$ cat src/rtl/ft232r_reg_bridge.sv
// ----------------------------------------------------------------------------
// ft232r_reg_bridge
//
// Host-to-register packet decoder for the UART control link. Bytes arrive from
// the FT232R handshake adapter over a 4-phase req/ack handshake and are
// assembled into 16-bit register transactions:
//   Write : 'W' addr_h addr_l data_h data_l  -> response 'K'
//   Read  : 'R' addr_h addr_l                -> response data_h, data_l
//   Other :                                  -> response '?', err pulse
//
// Ports
//   clk, rst       system clock, synchronous active-high reset
//   cmd_req/ack    4-phase byte handshake from the adapter, cmd_data[7:0]
//   rsp_req/ack    response handshake to the serializer, rsp_data[7:0]
//   reg_addr       16-bit register address (held until the next packet)
//   reg_wr_data    16-bit write data (held until the next packet)
//   reg_wr_en      1-cycle write strobe
//   reg_rd_en      1-cycle read strobe
//   reg_rd_data    read data, sampled P_RD_LATENCY cycles after reg_rd_en
//   busy           high whenever the packet FSM is not idle
//   err            1-cycle pulse on a bad opcode (or an inter-byte timeout)
//
// Optional feature: define FT232R_REG_BRIDGE_TIMEOUT_EN to abandon a partial
// packet after P_TIMEOUT_CYCLES of silence between bytes. Without it a partial
// packet waits indefinitely.
// ----------------------------------------------------------------------------
module ft232r_reg_bridge #(
    parameter int P_RD_LATENCY     = 2,
    parameter int P_TIMEOUT_CYCLES = 12_500_000
) (
    input  logic        clk,
    input  logic        rst,
    input  logic        cmd_req,
    output logic        cmd_ack,
    input  logic [7:0]  cmd_data,
    output logic        rsp_req,
    input  logic        rsp_ack,
    output logic [7:0]  rsp_data,
    output logic [15:0] reg_addr,
    output logic [15:0] reg_wr_data,
    output logic        reg_wr_en,
    output logic        reg_rd_en,
    input  logic [15:0] reg_rd_data,
    output logic        busy,
    output logic        err
);

    localparam logic [7:0] OP_WRITE = 8'h57;
    localparam logic [7:0] OP_READ  = 8'h52;
    localparam logic [7:0] RSP_OK   = 8'h4B;
    localparam logic [7:0] RSP_BAD  = 8'h3F;
    localparam logic [3:0] RD_LAST  = 4'(P_RD_LATENCY);

    // Parameter sanity: the read wait counter is 4 bits and the timeout
    // comparison needs at least two cycles of headroom.
    if (P_RD_LATENCY < 1 || P_RD_LATENCY > 15 || P_TIMEOUT_CYCLES < 2) begin : g_bad_params
        $error("ft232r_reg_bridge: parameter out of range");
    end

    typedef enum logic [3:0] {
        S_IDLE, S_ADDR_H, S_ADDR_L, S_DATA_H, S_DATA_L,
        S_EXEC, S_RSP0, S_RSP1, S_ERR_RSP
    } state_e;

    typedef enum logic {
        RX_WAIT, RX_ACK
    } rx_state_e;

    state_e      state_q;
    rx_state_e   rx_state_q;
    logic        cmd_ack_q;
    logic        byte_valid_q;
    logic [7:0]  byte_q;
    logic        is_write_q;
    logic [15:0] addr_q;
    logic [15:0] wdata_q;
    logic        rsp_req_q;
    logic [7:0]  rsp_data_q;
    logic [7:0]  rd_lo_q;
    logic        wr_en_q;
    logic        rd_en_q;
    logic        err_q;
    logic [3:0]  cnt_q;
    logic        rx_open;

    // Bytes are only accepted while the packet FSM is collecting a packet;
    // during execution and responses cmd_req is simply left waiting.
    assign rx_open = (state_q == S_IDLE)   || (state_q == S_ADDR_H) ||
                     (state_q == S_ADDR_L) || (state_q == S_DATA_H) ||
                     (state_q == S_DATA_L);

    // Byte receive side of the 4-phase handshake: capture the byte and raise
    // ack when req is seen, then hold ack until req drops. byte_valid is a
    // single-cycle pulse telling the packet FSM a fresh byte is in byte_q.
    always_ff @(posedge clk) begin
        if (rst) begin
            rx_state_q   <= RX_WAIT;
            cmd_ack_q    <= 1'b0;
            byte_valid_q <= 1'b0;
            byte_q       <= 8'h00;
        end else begin
            byte_valid_q <= 1'b0;
            case (rx_state_q)
                RX_WAIT: begin
                    if (cmd_req && rx_open) begin
                        byte_q       <= cmd_data;
                        cmd_ack_q    <= 1'b1;
                        byte_valid_q <= 1'b1;
                        rx_state_q   <= RX_ACK;
                    end
                end
                RX_ACK: begin
                    if (!cmd_req) begin
                        cmd_ack_q  <= 1'b0;
                        rx_state_q <= RX_WAIT;
                    end
                end
                default: rx_state_q <= RX_WAIT;
            endcase
        end
    end

`ifdef FT232R_REG_BRIDGE_TIMEOUT_EN
    localparam logic [23:0] TMO_LAST = 24'(P_TIMEOUT_CYCLES - 1);
    logic [23:0] tmo_q;
    logic        in_packet;
    assign in_packet = (state_q == S_ADDR_H) || (state_q == S_ADDR_L) ||
                       (state_q == S_DATA_H) || (state_q == S_DATA_L);
`endif

    // Packet FSM: walks the opcode/address/data bytes, fires the register
    // strobe, waits out the read latency and then plays out the response
    // bytes. cnt_q is shared between the read-latency wait in EXEC and the
    // forced low gap on rsp_req between the two read response bytes, so the
    // adapter's edge detector always sees a fresh rising edge.
    always_ff @(posedge clk) begin
        if (rst) begin
            state_q    <= S_IDLE;
            is_write_q <= 1'b0;
            addr_q     <= 16'h0000;
            wdata_q    <= 16'h0000;
            rsp_req_q  <= 1'b0;
            rsp_data_q <= 8'h00;
            rd_lo_q    <= 8'h00;
            wr_en_q    <= 1'b0;
            rd_en_q    <= 1'b0;
            err_q      <= 1'b0;
            cnt_q      <= 4'd0;
`ifdef FT232R_REG_BRIDGE_TIMEOUT_EN
            tmo_q      <= 24'd0;
`endif
        end else begin
            wr_en_q <= 1'b0;
            rd_en_q <= 1'b0;
            err_q   <= 1'b0;
            case (state_q)
                S_IDLE: begin
                    if (byte_valid_q) begin
                        if (byte_q == OP_WRITE) begin
                            is_write_q <= 1'b1;
                            state_q    <= S_ADDR_H;
                        end else if (byte_q == OP_READ) begin
                            is_write_q <= 1'b0;
                            state_q    <= S_ADDR_H;
                        end else begin
                            err_q      <= 1'b1;
                            rsp_data_q <= RSP_BAD;
                            rsp_req_q  <= 1'b1;
                            state_q    <= S_ERR_RSP;
                        end
                    end
                end
                S_ADDR_H: begin
                    if (byte_valid_q) begin
                        addr_q[15:8] <= byte_q;
                        state_q      <= S_ADDR_L;
                    end
                end
                S_ADDR_L: begin
                    if (byte_valid_q) begin
                        addr_q[7:0] <= byte_q;
                        cnt_q       <= 4'd0;
                        if (is_write_q) begin
                            state_q <= S_DATA_H;
                        end else begin
                            rd_en_q <= 1'b1;
                            state_q <= S_EXEC;
                        end
                    end
                end
                S_DATA_H: begin
                    if (byte_valid_q) begin
                        wdata_q[15:8] <= byte_q;
                        state_q       <= S_DATA_L;
                    end
                end
                S_DATA_L: begin
                    if (byte_valid_q) begin
                        wdata_q[7:0] <= byte_q;
                        wr_en_q      <= 1'b1;
                        cnt_q        <= 4'd0;
                        state_q      <= S_EXEC;
                    end
                end
                S_EXEC: begin
                    if (is_write_q) begin
                        rsp_data_q <= RSP_OK;
                        rsp_req_q  <= 1'b1;
                        state_q    <= S_RSP0;
                    end else if (cnt_q == RD_LAST) begin
                        rsp_data_q <= reg_rd_data[15:8];
                        rd_lo_q    <= reg_rd_data[7:0];
                        rsp_req_q  <= 1'b1;
                        state_q    <= S_RSP0;
                    end else begin
                        cnt_q <= cnt_q + 4'd1;
                    end
                end
                S_RSP0: begin
                    if (rsp_ack) begin
                        rsp_req_q <= 1'b0;
                        cnt_q     <= 4'd0;
                        state_q   <= is_write_q ? S_IDLE : S_RSP1;
                    end
                end
                S_RSP1: begin
                    if (rsp_req_q) begin
                        if (rsp_ack) begin
                            rsp_req_q <= 1'b0;
                            state_q   <= S_IDLE;
                        end
                    end else if (cnt_q == 4'd1) begin
                        rsp_data_q <= rd_lo_q;
                        rsp_req_q  <= 1'b1;
                    end else begin
                        cnt_q <= cnt_q + 4'd1;
                    end
                end
                S_ERR_RSP: begin
                    if (rsp_ack) begin
                        rsp_req_q <= 1'b0;
                        state_q   <= S_IDLE;
                    end
                end
                default: state_q <= S_IDLE;
            endcase
`ifdef FT232R_REG_BRIDGE_TIMEOUT_EN
            // A fresh byte always wins over an expiring count; the abandon
            // path overrides the case above only when no byte arrived.
            if (byte_valid_q || !in_packet) begin
                tmo_q <= 24'd0;
            end else if (tmo_q == TMO_LAST) begin
                tmo_q   <= 24'd0;
                err_q   <= 1'b1;
                state_q <= S_IDLE;
            end else begin
                tmo_q <= tmo_q + 24'd1;
            end
`endif
        end
    end

    assign cmd_ack     = cmd_ack_q;
    assign rsp_req     = rsp_req_q;
    assign rsp_data    = rsp_data_q;
    assign reg_addr    = addr_q;
    assign reg_wr_data = wdata_q;
    assign reg_wr_en   = wr_en_q;
    assign reg_rd_en   = rd_en_q;
    assign busy        = (state_q != S_IDLE);
    assign err         = err_q;

endmodule

$ cat config.mk
export PLATFORM = sky130hd
export DESIGN_NAME = ft232r_reg_bridge
export DESIGN_NICKNAME = d
export VERILOG_FILES = /design/src/rtl/ft232r_reg_bridge.sv
export SDC_FILE = /design/constraint.sdc
export NUM_CORES = 1
export LEC_CHECK = 0
export ABC_AREA = 1
export BUFFER_PORTS_ARGS = -buffer_cell sky130_fd_sc_hd__buf_2
export CORE_UTILIZATION = 45
export CTS_BUF_LIST = sky130_fd_sc_hd__clkbuf_2
export CTS_CLUSTER_SIZE = 24
export DETAILED_ROUTE_END_ITERATION = 16
export MAX_ROUTING_LAYER = met4
export PLACE_DENSITY = 0.71
export SKIP_LAST_GASP = 1
export SYNTH_ARGS = -nofsm -noshare
export SYNTH_HDL_FRONTEND = slang
export SYNTH_SLANG_ARGS = --single-unit
export TNS_END_PERCENT = 10
$ cat constraint.sdc
create_clock -name clk -period 1.4 [get_ports clk]
set_input_delay 0.14 -clock clk [delete_from_list [all_inputs] [get_ports clk]]
set_output_delay 0.14 -clock clk [all_outputs]
set_load 0.01 [all_outputs]
==> summary.md <==
| Metric | Value |
|---|---|
| Max Clock Skew | `0.0304 ns` |
| H-Tree Depth | `3` |
| Num CTS Buffers | `9` |
| Setup WS post-layout | `-0.152 ns` |
| DIE AREA | `0.00757 mm²` |
| Max-slew violation count | `0` |
| Max_slew headroom | `76.5%` |
| Synth cell types | `25` |
| Transition time of the tightest slew-check pin | `~0.35 ns` |
| Maximum vdd drop | `approximately 1.7 mV` |
| Grt met2 use | `between 40% and 50%` |
| Clk Latency, worst-skew pair | `approximately 0.51 ns` |
| Synth Warn # | `0` |
| Die height | `between 80 and 90 µm` |
| Syn nets | `510` |
| Final setup viols | `46` |
| Antenna-violating nets left | `0` |
| CP max-delay cell | `dfxtp_2` |
| Reg clk slew, reported paths | `0.21 ns` |
| IO Port Bufs | `73` |
| Global-route layer with the greatest usage | `met2` |
| Met3 GRT Util | `3.32%` |
| Mapped Avg Cell Area | `~6.8 µm²` |
| CTS sink cnt | `72` |
| RSZ-0062 raised after global routing | `yes` |
| Initial antenna violation count | `0` |
| Critical-path cell list | `buf_4 > nand2_1 > inv_1 > nand2_1 > nor2_1 > nor2_4 > nand3_4 > buf_12 > nand2_1 > nand2_1 > nor2_1` |
| Netlist Area Pre-Place | `0.00325 mm²` |
| Site row count | `30` |
| Final nets | `657` |
| Leakage | `between 2 and 2.5 nW` |
| GP Congestion | `0.915` |
| DR DRC count | `0` |
| Hold Crit Class | `input port to register` |
| Failing checks | `negative setup slack` |
| Routed vias | `3591` |
| FMAX | `644 MHz` |
| DRT Pass-1 Iters | `6` |
| WP data required | `1.83 ns` |
| Area grow syn2layout | `42.6%` |
| Clock root cell | `clkbuf_2` |
| # IOs | `74` |
| Crit-path leading delay family | `simple AND/OR/NAND/NOR gates` |
| Outcome | `complete, but fails checks` |
| Critical Path End Type | `register` |
| Clock Path Buffers | `2` |
| CP most frequent cell | `nand2_1` |
| Die W | `87.0 µm` |
| Worst Setup Start Kind | `register` |
| Critical-path maximum fanout | `8` |
| Sequential cell area fraction in the yosys report | `44.3%` |
| Worst Path Buf+Inv | `3` |
| Period minus WS final | `1.55 ns` |
| Final worst-path cycle share | `111%` |
| Layout cells sized above 1 | `approximately 29%` |
| Reg area | `0.00146 mm²` |
| Ant. Diodes | `0` |
| Average wire per standard cell | `12.6 µm` |
| Synthesized flop and latch total | `72` |
| First-pass GRT wire length | `~15000 µm` |
| Cell count after synthesis | `479` |
| Met1 global-route usage | `33.9%` |
| Max cap viols | `0` |
| Vias in the first global route | `3360` |
| Layout Cells excl Fill | `727` |
| Fin util | `around two thirds` |
| Crit path largest cell delay | `0.38 ns` |
| Post-Route WL | `9130 µm` |
| Area of the multi-input gates | `roughly 0.0017 mm²` |
| Power per cell area | `1840 mW/mm²` |
| Drt via density | `4.94` |
| Initial Utilization | `47.1%` |
| Dpl hpwl | `6160 µm` |
| Setup CP Type | `register to register` |
| Initial DRC count | `237` |
| Final setup TNS | `-2.82 ns` |
| Critical Path AT | `1.98 ns` |
| GR Overflow Total | `0` |
| CTS tree | `yes` |
| Pin count of the biggest net entering global routing | `38` |
| Core footprint | `0.00691 mm²` |
| Final hold vios | `0` |
| Total track usage | `26.4%` |
| Fillers | `607` |
| Placed insts | `680` |
timing repair:
| item | in CTS | in global routing |
|---|---|---|
| hold endpoints to repair | 36 | 0 |
| pin swaps | 2 | 7 |
| gates resized for setup | 10 | 30 |
| setup endpoints to repair | 65 | 71 |
| cloned | 0 | 1 |
| setup buffers | 3 | 2 |
| hold buffers | 26 | 0 |
flip-flops by register name (all words and copies together) (netlist names), 4 cells and up:
signal / cells
byte_q: 8
state_q: 4
reg_wr_data: 16
rd_lo_q: 8
rsp_data: 8
reg_addr: 16
cnt_q: 4
synth_stat cells:
cell type,count,area (µm²)
nand2_1,127,477
dfxtp_1,72,1440
nor2_1,69,259
nand3_1,52,260
a21oi_1,50,250
inv_1,41,154
o21ai_0,23,115
clkbuf_1,10,37.5
buf_2,4,20.0
nor2_2,4,25.0
nor3_1,4,20.0
clkinv_1,3,11.3
ha_1,3,37.5
nand4_1,3,18.8
inv_2,2,7.51
nand3_2,2,20.0
nor2_4,2,22.5
a211oi_1,1,7.51
buf_4,1,7.51
buf_6,1,11.3
clkbuf_8,1,13.8
nand2_2,1,6.26
nor3_4,1,16.3
o211ai_1,1,7.51
or2_2,1,6.26
per-stage QoR:
stage	area, µm²	power, mW	setup slack, ns	hold slack (ns)
floorplan	3270	4.84	-0.0276	0.275
global placement	4060	6.15	-0.0939	0.363
detailed placement	4060	6.21	-0.116	0.370
CTS	4510	7.89	-0.138	0.0342
global route	4640	9.17	-0.257	0.0564
finish	4640	8.52	-0.152	0.0621
cell families after synthesis:
group / share of synthesized area (%)
DFF: 44.3
and+or+nand+nor: 34.8
AOI/OAI and AO/OA: 11.7
buffers and inverters: 8.08
adders and majority gates: 1.15
report_power, final:
part / switching, mW / internal [mW] / leakage (nW) / total, mW
registers: 0.239 / 2.39 / 0.588 / 2.63
logic: 2.49 / 2.00 / 1.54 / 4.48
clock network: 0.794 / 0.608 / 0.0829 / 1.40
metal layers:
metal / up-vias / wire length, µm
met4: 0 / 236
li1: 1837 / -
met1: 1605 / 4070
met3: 27 / 513
met5: - / 0
met2: 122 / 4310
final timing paths:
path                                                   from                           to  slack [ns]  cells past startpoint
worst max-delay path                state_q[0]$_SDFFE_PP0P_     rsp_data[1]$_SDFFE_PP0P_       -0.15                     11
worst min-delay path                                rsp_ack         rsp_req$_SDFFE_PP0P_        0.06                      6
worst max register to register      state_q[0]$_SDFFE_PP0P_     rsp_data[1]$_SDFFE_PP0P_       -0.15                     11
worst min register to register  reg_wr_data[8]$_SDFFE_PP0P_  reg_wr_data[8]$_SDFFE_PP0P_        0.47                      2
layout by cell type, fill, tap and decap left out, types with 4 or more instances in the layout:
cell type / count
a21oi_1: 50
buf_2: 72
buf_4: 48
buf_6: 4
clkbuf_2: 10
dfxtp_1: 67
dlygate4sd3_1: 26
inv_1: 39
inv_2: 4
nand2_1: 116
nand2_2: 8
nand2_4: 4
nand3_1: 51
nor2_1: 63
nor2_2: 6
nor2_4: 6
o21ai_0: 22
final cells by class:
cell class / count / share of cell area [%]
Clock buffer: 10 / 1.08
Sequential cell: 72 / 31.4
Multi-Input combinational cell: 344 / 35.8
Clock inverter: 6 / 1.94
Tap cell: 96 / 2.59
Inverter: 46 / 3.72
Timing Repair Buffer: 153 / 23.5
worst reg2reg max path: stages (launching register included):
cell and delay (ns):
dfxtp_2 0.38, buf_4 0.13, nand2_1 0.08, inv_1 0.12, nand2_1 0.10, nor2_1 0.25, nor2_4 0.06, nand3_4 0.10
buf_12 0.14, nand2_1 0.05, nand2_1 0.05, nor2_1 0.04
(Power assumes the default switching activity.)
